File: src/rtl/elevator_call_scheduler_pkg.sv
// Shared types and constants for the elevator call scheduler: floor codes,
// FSM state encoding and the floor-to-request one-hot helper.
package elevator_pkg;

    localparam int N_FLOORS    = 4;
    localparam int FLOOR_W     = 2;
    localparam int DOOR_CYCLES = 8;

    typedef logic [FLOOR_W-1:0]  floor_t;
    typedef logic [N_FLOORS-1:0] floor_vec_t;

    localparam floor_t FL_G = 2'd0;
    localparam floor_t FL_1 = 2'd1;
    localparam floor_t FL_2 = 2'd2;
    localparam floor_t FL_3 = 2'd3;

    typedef enum logic [1:0] {
        ST_IDLE = 2'd0,
        ST_MOVE = 2'd1,
        ST_DOOR = 2'd2
    } state_t;

    function automatic floor_vec_t onehot(floor_t f);
        return floor_vec_t'(1) << f;
    endfunction

endpackage

File: src/rtl/elevator_call_scheduler_if.sv
// Call-panel / car-FSM side signals of the scheduler. The scheduler is the
// slave; whatever drives buttons and reports the car floor is the master.
interface elevator_call_scheduler_if;
    import elevator_pkg::*;

    floor_vec_t btn;
    floor_t     floor;
    logic       req_g;
    logic       req_f1;
    logic       req_f2;
    logic       req_f3;
    floor_vec_t pending;
    logic       door_open;
    logic       dir_up;
    logic       busy;

    modport master (
        output btn, floor,
        input  req_g, req_f1, req_f2, req_f3, pending, door_open, dir_up, busy
    );

    modport slave (
        input  btn, floor,
        output req_g, req_f1, req_f2, req_f3, pending, door_open, dir_up, busy
    );

endinterface

File: src/rtl/elevator_scan_picker.sv
// Combinational SCAN target selection: current floor first, then the nearest
// call in the sweep direction, otherwise reverse and take the nearest behind.
module elevator_scan_picker
    import elevator_pkg::*;
(
    input  floor_vec_t pending,
    input  floor_t     floor,
    input  logic       dir_up,
    output logic       valid,
    output floor_t     target,
    output logic       new_dir
);

    logic   found_above;
    logic   found_below;
    floor_t lowest_above;
    floor_t highest_below;

    // NOTE: every always_comb output gets a default first so no path leaves it
    // unassigned; that is what keeps synthesis from inferring latches.
    always_comb begin
        found_above   = 1'b0;
        found_below   = 1'b0;
        lowest_above  = floor;
        highest_below = floor;
        for (int i = N_FLOORS - 1; i >= 0; i--) begin
            if (pending[i] && i > int'(floor)) begin
                found_above  = 1'b1;
                lowest_above = floor_t'(i);
            end
        end
        for (int i = 0; i < N_FLOORS; i++) begin
            if (pending[i] && i < int'(floor)) begin
                found_below   = 1'b1;
                highest_below = floor_t'(i);
            end
        end
    end

    always_comb begin
        valid   = |pending;
        target  = floor;
        new_dir = dir_up;
        if (pending[floor]) begin
            target = floor;
        end else if (dir_up) begin
            if (found_above) begin
                target = lowest_above;
            end else begin
                target  = highest_below;
                new_dir = 1'b0;
            end
        end else begin
            if (found_below) begin
                target = highest_below;
            end else begin
                target  = lowest_above;
                new_dir = 1'b1;
            end
        end
    end

endmodule

File: src/rtl/elevator_call_scheduler.sv
// Latches floor calls, serves them in SCAN order through one-hot requests to
// the car FSM, and holds the door open for a fixed dwell at each stop.
module elevator_call_scheduler
    import elevator_pkg::*;
#(
    parameter int DOOR_CYCLES_P = DOOR_CYCLES
) (
    input  logic                      clk,
    input  logic                      rst_n,
    elevator_call_scheduler_if.slave  bus
);

    localparam int               CNT_W    = $clog2(DOOR_CYCLES_P);
    localparam logic [CNT_W-1:0] CNT_LOAD = CNT_W'(DOOR_CYCLES_P - 1);

    state_t           state;
    floor_vec_t       pending;
    floor_vec_t       clr;
    floor_vec_t       req;
    floor_t           target;
    logic [CNT_W-1:0] count;
    logic             door_open;
    logic             dir_up;
    logic             busy;

    logic   pick_valid;
    floor_t pick_target;
    logic   pick_dir;

    elevator_scan_picker u_picker (
        .pending (pending),
        .floor   (bus.floor),
        .dir_up  (dir_up),
        .valid   (pick_valid),
        .target  (pick_target),
        .new_dir (pick_dir)
    );

    // Bits served this cycle; clearing beats a simultaneous button press.
    always_comb begin
        clr = '0;
        case (state)
            ST_IDLE: if (pick_valid && pick_target == bus.floor) clr = onehot(bus.floor);
            ST_MOVE: if (bus.floor == target) clr = onehot(target);
            ST_DOOR: clr = bus.btn & onehot(bus.floor);
            default: clr = '0;
        endcase
    end

    // NOTE: sequential state uses non-blocking assignments only, so every
    // register samples the pre-edge values regardless of statement order.
    always_ff @(posedge clk or negedge rst_n) begin
        if (!rst_n) pending <= '0;
        else        pending <= (pending | bus.btn) & ~clr;
    end

    always_ff @(posedge clk or negedge rst_n) begin
        if (!rst_n) begin
            state     <= ST_IDLE;
            req       <= '0;
            target    <= FL_G;
            count     <= '0;
            door_open <= 1'b0;
            dir_up    <= 1'b1;
            busy      <= 1'b0;
        end else begin
            case (state)
                ST_IDLE: begin
                    if (pick_valid) begin
                        target <= pick_target;
                        dir_up <= pick_dir;
                        busy   <= 1'b1;
                        if (pick_target == bus.floor) begin
                            state     <= ST_DOOR;
                            door_open <= 1'b1;
                            count     <= CNT_LOAD;
                        end else begin
                            state <= ST_MOVE;
                            req   <= onehot(pick_target);
                        end
                    end
                end
                ST_MOVE: begin
                    // Transit floors are ignored; only arrival at the frozen target counts.
                    if (bus.floor == target) begin
                        state     <= ST_DOOR;
                        req       <= '0;
                        door_open <= 1'b1;
                        count     <= CNT_LOAD;
                    end
                end
                ST_DOOR: begin
                    if (bus.btn[bus.floor]) begin
                        count <= CNT_LOAD;
                    end else if (count == '0) begin
                        state     <= ST_IDLE;
                        door_open <= 1'b0;
                        busy      <= 1'b0;
                    end else begin
                        count <= count - 1'b1;
                    end
                end
                default: begin
                    state     <= ST_IDLE;
                    req       <= '0;
                    door_open <= 1'b0;
                    busy      <= 1'b0;
                end
            endcase
        end
    end

    assign bus.req_g     = req[FL_G];
    assign bus.req_f1    = req[FL_1];
    assign bus.req_f2    = req[FL_2];
    assign bus.req_f3    = req[FL_3];
    assign bus.pending   = pending;
    assign bus.door_open = door_open;
    assign bus.dir_up    = dir_up;
    assign bus.busy      = busy;

endmodule

File: src/flat_wrapper.sv
// flat-port wrapper written by rule: the top's interface ports become plain ports
module elevator_call_scheduler_flat import elevator_pkg::*;
#(
    parameter int DOOR_CYCLES_P = DOOR_CYCLES
)
  (clk, rst_n, bus_btn, bus_floor, bus_req_g, bus_req_f1, bus_req_f2, bus_req_f3, bus_pending, bus_door_open, bus_dir_up, bus_busy);
  elevator_call_scheduler_if bus_i ();
  input  logic clk;
  input  logic rst_n;
  input wire logic [$bits(bus_i.btn)-1:0] bus_btn;
  input wire logic [$bits(bus_i.floor)-1:0] bus_floor;
  output wire logic [$bits(bus_i.req_g)-1:0] bus_req_g;
  output wire logic [$bits(bus_i.req_f1)-1:0] bus_req_f1;
  output wire logic [$bits(bus_i.req_f2)-1:0] bus_req_f2;
  output wire logic [$bits(bus_i.req_f3)-1:0] bus_req_f3;
  output wire logic [$bits(bus_i.pending)-1:0] bus_pending;
  output wire logic [$bits(bus_i.door_open)-1:0] bus_door_open;
  output wire logic [$bits(bus_i.dir_up)-1:0] bus_dir_up;
  output wire logic [$bits(bus_i.busy)-1:0] bus_busy;
  assign bus_i.btn = bus_btn;
  assign bus_i.floor = bus_floor;
  assign bus_req_g = bus_i.req_g;
  assign bus_req_f1 = bus_i.req_f1;
  assign bus_req_f2 = bus_i.req_f2;
  assign bus_req_f3 = bus_i.req_f3;
  assign bus_pending = bus_i.pending;
  assign bus_door_open = bus_i.door_open;
  assign bus_dir_up = bus_i.dir_up;
  assign bus_busy = bus_i.busy;
  elevator_call_scheduler #(.DOOR_CYCLES_P(DOOR_CYCLES_P)) u_core (.clk(clk), .rst_n(rst_n), .bus(bus_i));
endmodule
File: config.mk
export PLATFORM = sky130hd
export DESIGN_NAME = elevator_call_scheduler_flat
export DESIGN_NICKNAME = d
export VERILOG_FILES = /design/src/rtl/elevator_call_scheduler_pkg.sv /design/src/rtl/elevator_call_scheduler_if.sv /design/src/rtl/elevator_scan_picker.sv /design/src/rtl/elevator_call_scheduler.sv /design/src/flat_wrapper.sv
export SDC_FILE = /design/constraint.sdc
export NUM_CORES = 1
export LEC_CHECK = 0
export CAP_MARGIN = 20
export CORE_MARGIN = 3
export CORE_UTILIZATION = 56
export DETAILED_ROUTE_END_ITERATION = 10
export GPL_ROUTABILITY_DRIVEN = 1
export PLACE_DENSITY = 0.93
export RECOVER_POWER = 50
export SLEW_MARGIN = 20
export SYNTH_ARGS = -nofsm -noshare
export SYNTH_HDL_FRONTEND = slang
export SYNTH_SLANG_ARGS = --single-unit
File: constraint.sdc
create_clock -name clk -period 4 [get_ports clk]
set_input_delay 0.6 -clock clk [delete_from_list [all_inputs] [get_ports clk]]
set_output_delay 0.6 -clock clk [all_outputs]
set_load 0.005 [all_outputs]
==> results by group, run 1 <==
Status
  • Outcome: completed

Synthesis
  • Synth cell types: 53
  • Synth Instances: 138
  • Leading area contributor after synthesis: dfrtp_1
  • Mapped cell area: 1300 um2
  • Post-synth net total: 148
  • Avg Cell Area, Syn: 9.44 um2
  • Area contributors post-synth: dfrtp_1 (33%), inv_1 (3.2%), a32o_1 (3.1%)
  • Number of enable flip-flop cells after synthesis: 0
  • Yosys top cell area share: 32.7%
  • Seq/Total Area, Yosys: 34.7%
  • Ys Warns: 0
  • Synth Register Bits: 18
  • Async set-reset flop share out of synthesis: 100%
  • Commonest register cell after synthesis: dfrtp_1

Setup path
  • Arrival @ worst endpoint: 3380 ps
  • CP Max Fanout: 17
  • Crit Path Category: in -> reg
  • Worst Setup End Kind: register
  • R2R Setup Slk: 1360 ps
  • CP required: 4190 ps
  • Worst R2R Start: u_core.bus.pending[1]$_DFF_PN0_
  • Worst Reg-to-Reg Cells: 8
  • Setup crit start kind: input port
  • End of the worst register-to-register path: u_core.count[1]$_DFFE_PN0P_

GRT
  • Gr usage total: 23.9%
  • First-pass GRT wire length: 5.14 mm
  • GRT overflow: 0
  • Initial antenna violation count: 0
  • Largest net degree at the start of global routing: 19
  • Vias in the first global route: 1,102

Hold path
  • Hold path depth: 1
  • Worst hold start: u_core.count[2]$_DFFE_PN0P_
  • Min-Delay Path Class: reg -> reg
  • Hold endpoint: u_core.count[2]$_DFFE_PN0P_

CTS
  • H-tree depth: 1
  • Clock latency on the worst-skew pair: 300 ps
  • CTS tree: yes
  • Clk sinks: 18
  • # resized after CTS: 0
  • CTS Buf Count: 3
  • Root Driver: clkbuf_4
  • Setup bufs post-CTS: 0
  • Clock Path Buffers: 2
  • Clk slew on worst S/H paths: 100 ps
  • # hold bufs at CTS: 0

Placement
  • Total placed instance area: 1470 um2
  • GP Congestion: 0.993
  • Hpwl dp: 2.29 mm
  • IO Port Bufs: 18

Drt
  • First-pass iteration count of the detailed router: 6
  • Via count: 1,227
  • DR DRC count: 0
  • DRT Wirelength: 3.06 mm
  • Vias per cell: 6.85
  • Wire per inst: 17.1 um
  • Detail Route met2 WL: 1.43 mm
  • DR iter-0 viols: 68
  • WL met3: 196 um
  • Met1 Wirelength: 1.35 mm
  • Routed Antenna Nets: 0
  • Max Used Layer: met4

STA
  • Maximum clock rate: 314 MHz
  • Relative slew margins: 48.7%
  • Final hold vios: 0
  • Setup TNS: 0 ps
  • Worst-Margin Slew: 767 ps
  • Count of final max-slew check failures: 0
  • Unrepaired setup endpoints after global routing: false
  • Hold Slack: 495 ps
  • Minimum clock period: 3190 ps
  • Worst clock skew: 1.71 ps
  • Crit share post-route: 79.6%
  • Final setup viols: 0

Cells and area
  • Fillers: 143
  • Final core utilization: 72.3%
  • Layout net count: 163
  • ANT cells: 0
  • Finished Cell Area: 1510 um2
  • Synthesis-to-finish area growth: 15.6%
  • Share of layout cells above drive strength 1: 10.5%

Floorplan
  • Die X: 54.2 um
  • I/O pin count: 19
  • Core box area: 2080 um2
  • Die height: 54.2 um
  • Starting Density: 62.6%
  • Rows: 16
  • Die area: 2940 um2

Pwr
  • Peak supply drop: 0.000346 V
  • LEAKAGE: 0.618 nW
  • Power density over the cells: 478 nW/um2
  • Design Power: 0.000719 W

Run
  • Max-cap violations: 0
-- layout by cell type (no fill, tap or decap), types with 2 or more instances in the layout --
cell type	instances
o21bai_1	2
o31ai_1	2
o211a_1	2
clkdlybuf4s50_1	12
nor2_1	8
mux2i_1	3
o41ai_1	2
inv_1	11
nand2_1	8
a22oi_1	2
o32a_1	2
dfrtp_1	17
dlygate4sd3_1	6
a222oi_1	2
o21ai_0	5
a32o_1	4
a31oi_1	5
clkbuf_4	3
nand2b_1	4
ha_1	2
o32ai_1	2
a21oi_1	5
a22o_1	3
nor3_1	4
buf_4	3
nor2b_1	4
xnor2_1	2
-- power by group --
| group | total [W] | leakage [nW] | switching, W | internal (W) |
|---|---|---|---|---|
| combinational | 0.000302 | 0.391 | 0.000147 | 0.000156 |
| sequential | 0.000303 | 0.206 | 0.0000641 | 0.000239 |
| clock | 0.000113 | 0.0210 | 0.0000577 | 0.0000556 |
| total | 0.000719 | 0.618 | 0.000268 | 0.000451 |
-- through the flow --
stage / setup slack (ps) / instances
5_1_grt: 674 / 179
4_1_cts: 861 / 179
3_3_place_gp: 641 / 175
2_1_floorplan: 1600 / 138
6_report: 815 / 179
3_5_place_dp: 547 / 175
-- logic make-up after synthesis --
kind of cell / after synthesis / share of synthesized area [%]
simple gates: 35 / 14.5
flops: 18 / 34.7
buf+inv: 22 / 8.55
xor+xnor: 2 / 1.35
fa+ha+maj: 2 / 1.92
compound gates: 53 / 33.2
mux: 6 / 5.76
-- synthesized netlist by cell type (2+ instances only) --
cell type and n:
xnor2_1 2, ha_1 2, o31ai_1 2, nor2_1 8, inv_1 11, buf_4 2
nand2b_1 4, nor3_1 4, a22o_1 3, o41ai_1 2, o21bai_1 2, a21oi_1 5
mux2i_1 3, dfrtp_1 17, nor2b_1 4, o211a_1 2, a22oi_1 2, a31oi_1 5
a32o_1 4, buf_6 2, clkbuf_1 2, nand2_1 8, o21ai_0 5, a222oi_1 2
o32ai_1 2, buf_2 5, o32a_1 2
-- per-layer routing --
metal	GRT usage [%]	vias up
li1	-	556
met1	33.6	602
met2	36.7	57
met3	4.63	12
met4	8.30	0
met5	0	-
-- how the worst max path moves through the flow --
stage,to,from,depth (start not counted)
floorplan,u_core.req[0]$_DFFE_PN0P_,bus_floor[0],9
global placement,u_core.count[1]$_DFFE_PN0P_,bus_floor[0],9
detailed placement,u_core.count[1]$_DFFE_PN0P_,bus_floor[0],9
CTS,u_core.count[1]$_DFFE_PN0P_,bus_floor[0],9
global route,u_core.count[1]$_DFFE_PN0P_,bus_floor[0],9
finish,u_core.count[1]$_DFFE_PN0P_,bus_floor[0],9
-- final cells by class --
class | instances | area, um2 | area share (%)
well taps | 27 | 33.8 | 2.24
repair buffers | 21 | 203 | 13.5
clock buffers | 4 | 36.3 | 2.41
flip-flops and latches | 18 | 452 | 30.0
multi-input cells | 98 | 739 | 49.1
inverters | 11 | 41.3 | 2.74
-- critical path: stages --
cell and delay [ps]:
clkdlybuf4s50_1 820, inv_1 260, o221ai_2 290, o21ai_1 150, nor3_2 200, a211oi_2 100
buf_4 200, o311ai_2 400, mux2_1 360
-- registers in the layout, summed over array words and instances (netlist names) --
register	flops
u_core.count	3
u_core.bus.busy	1
u_core.req	4
u_core.bus.dir_up	1
u_core.bus.door_open	1
u_core.bus.pending	4
u_core.state	2
u_core.target	2
Power figures use the tool's default switching activity.
==> run 2, diff against run 1 <==
--- a/config.mk
+++ b/config.mk
@@ -7,10 +7,10 @@
 export LEC_CHECK = 0
 export CAP_MARGIN = 20
 export CORE_MARGIN = 3
-export CORE_UTILIZATION = 56
+export CORE_UTILIZATION = 48
 export DETAILED_ROUTE_END_ITERATION = 10
 export GPL_ROUTABILITY_DRIVEN = 1
-export PLACE_DENSITY = 0.93
+export PLACE_DENSITY = 0.86
 export RECOVER_POWER = 50
 export SLEW_MARGIN = 20
 export SYNTH_ARGS = -nofsm -noshare
==> constraint.sdc (replaced) <==
create_clock -name clk -period 2.9 [get_ports clk]
set_input_delay 0.435 -clock clk [delete_from_list [all_inputs] [get_ports clk]]
set_output_delay 0.435 -clock clk [all_outputs]
set_load 0.005 [all_outputs]
==> run 2 against run 1 <==
Against the previous run:
- clock skew rose by 5.3 ps
- worst hold slack lost 3.8 ps
- sequential share of layout area shrank 1.4 points
- via count decreased by 1.7%
- critical path depth grew 1
- global-route usage shrank 2.8 points
- power is 42% higher
- sequential cell count unchanged
- largest cell class unchanged
==> results by group, run 2 (same netlist as run 1, synthesis figures left out) <==
Placement
  • Hpwl dp: 2.46 mm
  • Pre-CTS setup slack: -7.37 ps
  • Cell total after placement: 186
  • GP Congestion: 0.959
  • Total placed instance area: 1550 um2
  • IO Port Bufs: 18

STA
  • Setup TNS: 0 ps
  • Worst-Margin Slew: 789 ps
  • Maximum clock rate: 383 MHz
  • Crit share post-route: 90.0%
  • Unrepaired setup endpoints after global routing: false
  • Final hold vios: 0
  • Relative slew margins: 47.2%
  • Worst clock skew: 7.02 ps
  • Fin worst setup slack: 290 ps
  • Count of final max-slew check failures: 0
  • Final setup viols: 0
  • Minimum clock period: 2610 ps

Drt
  • Wire per inst: 17.1 um
  • Via count: 1,206
  • DR DRC count: 0
  • Vias per cell: 6.35
  • DR iter-0 viols: 106
  • Routed Antenna Nets: 0
  • DRT Wirelength: 3.26 mm
  • First-pass iteration count of the detailed router: 4

Cells and area
  • Multi-input logic area: 739 um2
  • ANT cells: 0
  • Commonest non-fill, non-tap cell in the layout: dfrtp_1
  • Finished Cell Area: 1580 um2
  • Fin cells: 190
  • Top flop regs: u_core.bus.pending x4, u_core.req x4, u_core.count x3
  • Fillers: 215
  • Most frequent cells in the layout: dfrtp_1 (17), clkdlybuf4s50_1 (12), inv_1 (11)
  • Share of layout cells above drive strength 1: 15.0%
  • Synthesis-to-finish area growth: 21.4%
  • Final core utilization: 62.7%
  • Layout net count: 171
  • FF+latch area: 452 um2

Setup path
  • CP required: 3090 ps
  • Crit-path max cell delay: 590 ps
  • Crit Path Category: in -> reg
  • Worst Setup End Kind: register
  • CP Cell Sequence: clkdlybuf4s50_1 -> buf_4 -> mux2i_1 -> a22oi_1 -> nand2b_1 -> mux2i_1 -> a211oi_2 -> buf_4 -> o311ai_2 -> mux2_1
  • CP Max Fanout: 11
  • Worst R2R Start: u_core.bus.pending[3]$_DFF_PN0_
  • Setup crit start kind: input port
  • CP max stage cell: clkdlybuf4s50_1
  • Arrival @ worst endpoint: 2800 ps
  • Crit path from: bus_floor[1]

CTS
  • CTS tree: yes
  • CTS Buf Count: 3
  • # resized after CTS: 0
  • Clk slew on worst S/H paths: 100 ps
  • Root Driver: clkbuf_4
  • Clock latency on the worst-skew pair: 300 ps
  • Clock Path Buffers: 2
  • Clk sinks: 18
  • # hold bufs at CTS: 0
  • Setup bufs post-CTS: 0
  • H-tree depth: 1

Status
  • Outcome: completed

Run
  • Max-cap violations: 0

Floorplan
  • Die area: 3370 um2
  • Die height: 58.1 um
  • Core box area: 2520 um2
  • Die X: 58.1 um
  • Starting Density: 51.6%
  • Rows: 18
  • I/O pin count: 19

Pwr
  • Power density over the cells: 643 nW/um2
  • LEAKAGE: 0.661 nW
  • Peak supply drop: 0.000521 V

GRT
  • GRT overflow: 0
  • Largest net degree at the start of global routing: 23
  • Vias in the first global route: 1,188
  • Initial antenna violation count: 0
  • First-pass GRT wire length: 5.62 mm
  • Gr usage total: 21.1%

Hold path
  • Worst hold start: u_core.count[2]$_DFFE_PN0P_
  • Min-Delay Path Class: reg -> reg
-- run 2: changes by cell type in the layout (fill, tap and decap cells not counted) --
cell    change
buf_4       +7
buf_12      +1
-- run 2: layout make-up --
class	instances	area share [%]
clock buffer	4	2.29
inverter	11	2.61
multi-input combinational	98	46.8
sequential	18	28.6
tap	30	2.37
timing repair buffer	29	17.4
-- run 2: per-layer routing --
layer  wire length, um  track usage [%]  up-vias  share of wire (%)
met5                 0                0        -                  0
met4                85             4.97        0                2.6
met3               242             3.12       13                7.4
met2              1570             36.6       58                 48
met1              1350             27.7      563                 42
li1                  -                -      572                  -
-- run 2: final timing paths --
| kind | end | slack (ps) | cells after the start |
|---|---|---|---|
| max in group asynchronous | u_core.state[1]$_DFFE_PN0P_ | 1760 | 1 |
| setup / recovery | u_core.count[1]$_DFFE_PN0P_ | 290 | 10 |
| hold / removal | u_core.count[2]$_DFFE_PN0P_ | 490 | 1 |
| hold reg to reg | u_core.count[2]$_DFFE_PN0P_ | 490 | 1 |
| setup reg to reg | u_core.count[1]$_DFFE_PN0P_ | 420 | 8 |
| min in group asynchronous | u_core.target[0]$_DFFE_PN0P_ | 650 | 1 |
-- run 2: critical path: cells and delay by family --
| kind | cells | cell delay, ps |
|---|---|---|
| buffers and inverters | 3 | 960 |
| AND/OR/NAND/NOR | 1 | 160 |
| multiplexers | 3 | 760 |
| AO/OA/AOI/OAI | 3 | 490 |
-- run 2: power by group --
group	internal (W)	leakage [nW]	switching, W	total [W]
Clock	0.0000766	0.0210	0.0000808	0.000157
Sequential	0.000330	0.206	0.0000920	0.000422
Combinational	0.000229	0.434	0.000209	0.000438
-- run 2: through the flow --
stage                     power [W]  hold WS (ps)
after global routing        0.00108           526
after global placement     0.000843           464
after floorplan            0.000685           139
after CTS                   0.00102           501
after detailed placement   0.000866           484
final                       0.00102           492
